===== src/rtl/program_sequencer_if.sv =====
// Program-memory read port and core start/done pins of the instruction sequencer.
// The sequencer drives the master side; memory and core models sit on the slave side.
interface program_sequencer_if #(
  parameter int ADDR_W = 4
);
  logic [ADDR_W-1:0] mem_addr;
  logic [11:0]       mem_data;
  logic [11:0]       machine_code;
  logic              start;
  logic              done;

  // start is a level held for the whole instruction; done is sampled only while start is high,
  // and start falls on the cycle after done is seen (done on the first start cycle is legal).
  // mem_data returns the word addressed one cycle earlier.
  modport master (
    output mem_addr,
    output machine_code,
    output start,
    input  mem_data,
    input  done
  );

  modport slave (
    input  mem_addr,
    input  machine_code,
    input  start,
    output mem_data,
    output done
  );
endinterface


===== src/rtl/program_sequencer.sv =====
// Feeds the core one 12-bit word at a time from synchronous program memory, interprets
// HALT/JUMP/NOP itself, and traps instructions that never return done.
module program_sequencer #(
  parameter int ADDR_W  = 4,
  parameter int TIMEOUT = 31
) (
  input  logic                    clock,
  input  logic                    reset,
  input  logic                    run,
  input  logic                    single_step,
  input  logic                    step,
  program_sequencer_if.master     bus,
  output logic                    halted,
  output logic                    fault,
  output logic [7:0]              instr_count,
  output logic [2:0]              state
);

  localparam int CNT_W = $clog2(TIMEOUT + 1);

  localparam logic [2:0] S_IDLE   = 3'd0;
  localparam logic [2:0] S_FETCH  = 3'd1;
  localparam logic [2:0] S_DECODE = 3'd2;
  localparam logic [2:0] S_EXEC   = 3'd3;
  localparam logic [2:0] S_PAUSE  = 3'd4;
  localparam logic [2:0] S_HALT   = 3'd5;
  localparam logic [2:0] S_FAULT  = 3'd6;
  localparam logic [2:0] S_BOUND  = 3'd7;

  logic [ADDR_W-1:0] pc;
  logic [11:0]       mc_q;
  logic              start_q;
  logic [CNT_W-1:0]  tcnt;
  logic              step_q;
  logic              halt_armed;

  logic [2:0]        opcode;
  logic [2:0]        p1;
  logic [ADDR_W-1:0] target;
  logic [ADDR_W-1:0] pc_next;
  logic [7:0]        count_inc;
  logic              step_rise;

  assign opcode    = mc_q[11:9];
  assign p1        = mc_q[8:6];
  assign target    = ADDR_W'(mc_q[5:0]);
  assign pc_next   = pc + ADDR_W'(1);
  assign count_inc = (instr_count == 8'hFF) ? 8'hFF : instr_count + 8'd1;
  assign step_rise = step & ~step_q;

  assign bus.mem_addr     = pc;
  assign bus.machine_code = mc_q;
  assign bus.start        = start_q;

  always_ff @(posedge clock or posedge reset) begin
    if (reset) begin
      state       <= S_IDLE;
      pc          <= '0;
      mc_q        <= '0;
      start_q     <= 1'b0;
      tcnt        <= '0;
      step_q      <= 1'b0;
      halt_armed  <= 1'b0;
      halted      <= 1'b0;
      fault       <= 1'b0;
      instr_count <= '0;
    end else begin
      step_q <= step;
      case (state)
        S_IDLE: begin
          if (run) state <= S_FETCH;
        end
        S_FETCH: begin
          mc_q  <= bus.mem_data;
          state <= S_DECODE;
        end
        S_DECODE: begin
          if (opcode == 3'b111) begin
            if (p1 == 3'b111) begin
              halted     <= 1'b1;
              halt_armed <= 1'b0;
              state      <= S_HALT;
            end else begin
              pc          <= (p1 == 3'b000) ? target : pc_next;
              instr_count <= count_inc;
              state       <= S_BOUND;
            end
          end else begin
            start_q <= 1'b1;
            tcnt    <= '0;
            state   <= S_EXEC;
          end
        end
        S_EXEC: begin
          // done wins over the timeout when both land on the same cycle.
          if (bus.done) begin
            start_q     <= 1'b0;
            pc          <= pc_next;
            instr_count <= count_inc;
            state       <= S_BOUND;
          end else if (tcnt == CNT_W'(TIMEOUT - 1)) begin
            start_q <= 1'b0;
            fault   <= 1'b1;
            state   <= S_FAULT;
          end else begin
            tcnt <= tcnt + CNT_W'(1);
          end
        end
        S_BOUND: begin
          if (!run)             state <= S_IDLE;
          else if (single_step) state <= S_PAUSE;
          else                  state <= S_FETCH;
        end
        S_PAUSE: begin
          if (!run)           state <= S_IDLE;
          else if (step_rise) state <= S_FETCH;
        end
        S_HALT: begin
          // pc is cleared while run is low so word 0 is already read when run returns.
          if (!run) begin
            halt_armed <= 1'b1;
            pc         <= '0;
          end else if (halt_armed) begin
            halt_armed <= 1'b0;
            halted     <= 1'b0;
            state      <= S_FETCH;
          end
        end
        S_FAULT: begin
          state <= S_FAULT;
        end
        default: begin
          state <= S_IDLE;
        end
      endcase
    end
  end

endmodule


===== src/flat_wrapper.sv =====
// flat-port wrapper written by rule: the top's interface ports become plain ports
module program_sequencer_flat 
#(
  parameter int ADDR_W  = 4,
  parameter int TIMEOUT = 31
)
  (clock, reset, run, single_step, step, halted, fault, instr_count, state, bus_mem_addr, bus_machine_code, bus_start, bus_mem_data, bus_done);
  program_sequencer_if #(.ADDR_W(ADDR_W)) bus_i ();
  input  logic clock;
  input  logic reset;
  input  logic run;
  input  logic single_step;
  input  logic step;
  output logic halted;
  output logic fault;
  output logic [7:0] instr_count;
  output logic [2:0] state;
  output wire logic [$bits(bus_i.mem_addr)-1:0] bus_mem_addr;
  output wire logic [$bits(bus_i.machine_code)-1:0] bus_machine_code;
  output wire logic [$bits(bus_i.start)-1:0] bus_start;
  input wire logic [$bits(bus_i.mem_data)-1:0] bus_mem_data;
  input wire logic [$bits(bus_i.done)-1:0] bus_done;
  assign bus_mem_addr = bus_i.mem_addr;
  assign bus_machine_code = bus_i.machine_code;
  assign bus_start = bus_i.start;
  assign bus_i.mem_data = bus_mem_data;
  assign bus_i.done = bus_done;
  program_sequencer #(.ADDR_W(ADDR_W), .TIMEOUT(TIMEOUT)) u_core (.clock(clock), .reset(reset), .run(run), .single_step(single_step), .step(step), .bus(bus_i), .halted(halted), .fault(fault), .instr_count(instr_count), .state(state));
endmodule

===== config.mk =====
export PLATFORM = sky130hd
export DESIGN_NAME = program_sequencer_flat
export DESIGN_NICKNAME = d
export VERILOG_FILES = /design/src/rtl/program_sequencer_if.sv /design/src/rtl/program_sequencer.sv /design/src/flat_wrapper.sv
export SDC_FILE = /design/constraint.sdc
export NUM_CORES = 1
export LEC_CHECK = 0
export CAP_MARGIN = 20
export CORE_UTILIZATION = 40
export DETAILED_ROUTE_END_ITERATION = 8
export PLACE_DENSITY = 0.67
export SKIP_CTS_REPAIR_TIMING = 1
export SLEW_MARGIN = 30
export SYNTH_ARGS = -nofsm -noshare
export SYNTH_HDL_FRONTEND = slang
export SYNTH_SLANG_ARGS = --single-unit

===== constraint.sdc =====
create_clock -name clock -period 2.3 [get_ports clock]
set_input_delay 0.69 -clock clock [delete_from_list [all_inputs] [get_ports clock]]
set_output_delay 0.69 -clock clock [all_outputs]
set_load 0.02 [all_outputs]

==> summary.md <==
| Metric | Value |
|---|---|
| MaxCap Viol Count | 0 |
| Final non-filler cell total | 316 |
| CP Max Fanout | 11 |
| Synth async-reset ratio | between 90% and 100% |
| Synth Flop Type | dfrtp_1 |
| Sequential share of the synthesized area | 47.0% |
| Worst hold-check path type | reg2reg |
| Placed instance area | roughly 0.0025 sq mm |
| Die area | between 0.005 and 0.006 sq mm |
| Pwr/cell area | around 1400 mW/mm^2 |
| Maximum vdd drop | 751 uV |
| Crit path arrival time | approximately 1500 ps |
| Vias in the first global route | between 1500 and 2000 |
| Critical Path RT | 1610 ps |
| Final setup fails | 0 |
| Layout cell share with drive strength beyond 1 | approximately 14% |
| Post-Place Cells | 308 |
| Largest family of logic cells by synthesized area | compound AO/OA/AOI/OAI gates |
| GPL Wtd Cong | 0.797 |
| Critical path, cell by cell | clkdlybuf4s50_1 |
| Final ANT Viol Nets | 0 |
| Post-synth EDFFs | 0 |
| Fin. Hold Viols | 0 |
| Most frequent cells in the layout | clkdlybuf4s50_1, dfrtp_1, nand2_1, nor2_1, mux2_2 |
| DRT iter0 DRCs | just over 70 |
| DP HPWL | 3090 um |
| #FFs+latches synth | 37 |
| Fmax | 451 MHz |
| Design Area, Final | 0.00265 sq mm |
| Port Buffer Count | between 40 and 50 |
| Die outline height | just over 70 um |
| Vias/cell | 5.29 |
| Clock skew | roughly 4.2 ps |
| DR pass1 iterations | 6 |
| Crit share post-route | between 90% and 100% |
| Worst-Skew Late Latency | roughly 280 ps |
| Clock sinks | 37 |
| Fin Hold WS | a little under 500 ps |
| Relative slew slack | between 60% and 70% |
| Post-synthesis adder-cell area fraction | 2.54% |
| Post-Route Setup TNS | 0 ps |
| Outcome | completed |
| Leakage | roughly 1.1 nW |
| Largest net degree at the start of global routing | 38 |
| Tot GR Track Use | between 10% and 20% |
| Slowest-stage cell, CP | clkdlybuf4s50_1 |
| Clock Path Buffers | 2 |
| Simple-gate area share of the yosys netlist | 17.8% |
| Compound-Gate Fraction of Synth Area | 19.3% |
| First-pass GRT wire length | 7530 um |
| DR DRC count | 0 |
| Vias | between 1500 and 2000 |
| CTS tree | done |
| Ports | between 40 and 50 |
| Crit start category | register |
| Largest stage delay, worst path | 680 ps |
| Grt ovf | 0 |
| Worst path buffer plus inverter count | 1 |
| Slew Viols, Final | 0 |
| Mapped cell area | 0.00197 sq mm |
| Final Power | 0.00358 W |
| CORE AREA | about 0.0047 sq mm |
| CTS Buf Count | 5 |
| Drt total wl | roughly 4300 um |
| Worst-path clk slew | 70 ps |
| Post-Syn Nets | roughly 220 |
| Initial antenna violation count | 0 |
| Effective utilization at floorplan | approximately two fifths |
| Yosys cell types | 44 |
| Slew @ Worst Pin | 460 ps |
| # rows | 25 |
| Final #Nets | 270 |
| Yosys warns | 0 |
| CP delay by family, top | buffers and inverters |
| Antenna cells | 0 |
| Root Buffer | clkbuf_8 |
| Crit. End Element | primary output |
| Die W | just over 70 um |
| Synth Instances | between 150 and 200 |
| Htree depth | 2 |
| RSZ-0062 raised after global routing | no |
| Area growth, synth to finish | 34.3% |
| Multiplexer share of the synthesized area | under 10% |
| WS Path Type | reg2out |
| Wirelength per Cell | ~14 um |
| Commonest non-fill, non-tap cell in the layout | clkdlybuf4s50_1 |
| Avg Cell Area, Syn | between 10 and 15 sq um |
| Post-layout minimum cycle time | 2210 ps |
| XOR/XNOR share of the synthesized area | 0.889% |
-- worst paths after layout --
check,to,startpoint,slack (ps),cells after the start
max,state[1],u_core.state[1],90,1
min,u_core.fault,u_core.fault,490,1
max reg2reg,u_core.bus.mem_addr[3],u_core.state[2],350,6
min reg2reg,u_core.fault,u_core.fault,490,1
max in group asynchronous,u_core.fault,reset,1160,3
min in group asynchronous,u_core.instr_count[1],reset,810,3
-- cells by family after synthesis --
family / count (synthesis)
mux: 14
compound gates: 54
flops: 37
buf+inv: 18
fa+ha+maj: 4
simple gates: 67
xor+xnor: 2
-- state kept, by name (all words and copies together), names as in the netlist --
name and count:
u_core.halt_armed 1, u_core.fault 1, u_core.bus.mem_addr 4, u_core.tcnt 5, u_core.halted 1, u_core.step_q 1, u_core.bus.start 1, u_core.bus.machine_code 12
u_core.state 3, u_core.instr_count 8
-- final cells by class --
class                   count  area, sq um
clock inverters             1         30.0
flip-flops and latches     37          926
clock buffers               7         86.3
repair buffers             56          538
multi-input cells         141          955
fillers                   432         2080
inverters                   7         26.3
well taps                  67         83.8
-- power by group --
part / switching, W / internal, W / total, W
clock: 0.000223 / 0.000353 / 0.000576
sequential: 0.000291 / 0.000903 / 0.00119
combinational: 0.000925 / 0.000885 / 0.00181
total: 0.00144 / 0.00214 / 0.00358
-- cells in the mapped netlist, types with 2 or more instances --
| master | number | area share (%) |
|---|---|---|
| nor3_1 | 4 | 1.0 |
| inv_1 | 7 | 1.3 |
| buf_2 | 5 | 1.3 |
| nand2b_1 | 11 | 3.5 |
| a22o_1 | 5 | 2.2 |
| dfrtp_1 | 37 | 47 |
| ha_1 | 4 | 2.5 |
| and3_1 | 4 | 1.3 |
| a211oi_1 | 3 | 1.1 |
| buf_6 | 2 | 1.1 |
| o21a_1 | 2 | 0.76 |
| xnor2_1 | 2 | 0.89 |
| nand4_1 | 4 | 1.3 |
| a31oi_1 | 6 | 1.9 |
| nand2_1 | 16 | 3.0 |
| nor2_1 | 13 | 2.5 |
| a21oi_1 | 12 | 3.0 |
| clkbuf_1 | 4 | 0.76 |
| mux2_2 | 13 | 7.4 |
| o2bb2ai_1 | 2 | 0.89 |
| o21ai_0 | 12 | 3.0 |
| nand3_1 | 5 | 1.3 |
| nor2b_1 | 2 | 0.64 |
-- stage by stage --
step           util (%)  setup WS (ps)
2_1_floorplan         -            481
3_3_place_gp       53.5           70.0
3_5_place_dp       53.5           19.8
4_1_cts            56.0           86.7
5_1_grt            56.0           20.1
6_report           56.0           85.1
-- metal layers --
metal	wire length [um]	GRT usage (%)
met5	0	0
met4	55	6.97
met3	180	5.14
met2	2080	29.7
met1	2020	24.2
No activity file was read; power rests on OpenSTA's default activity.
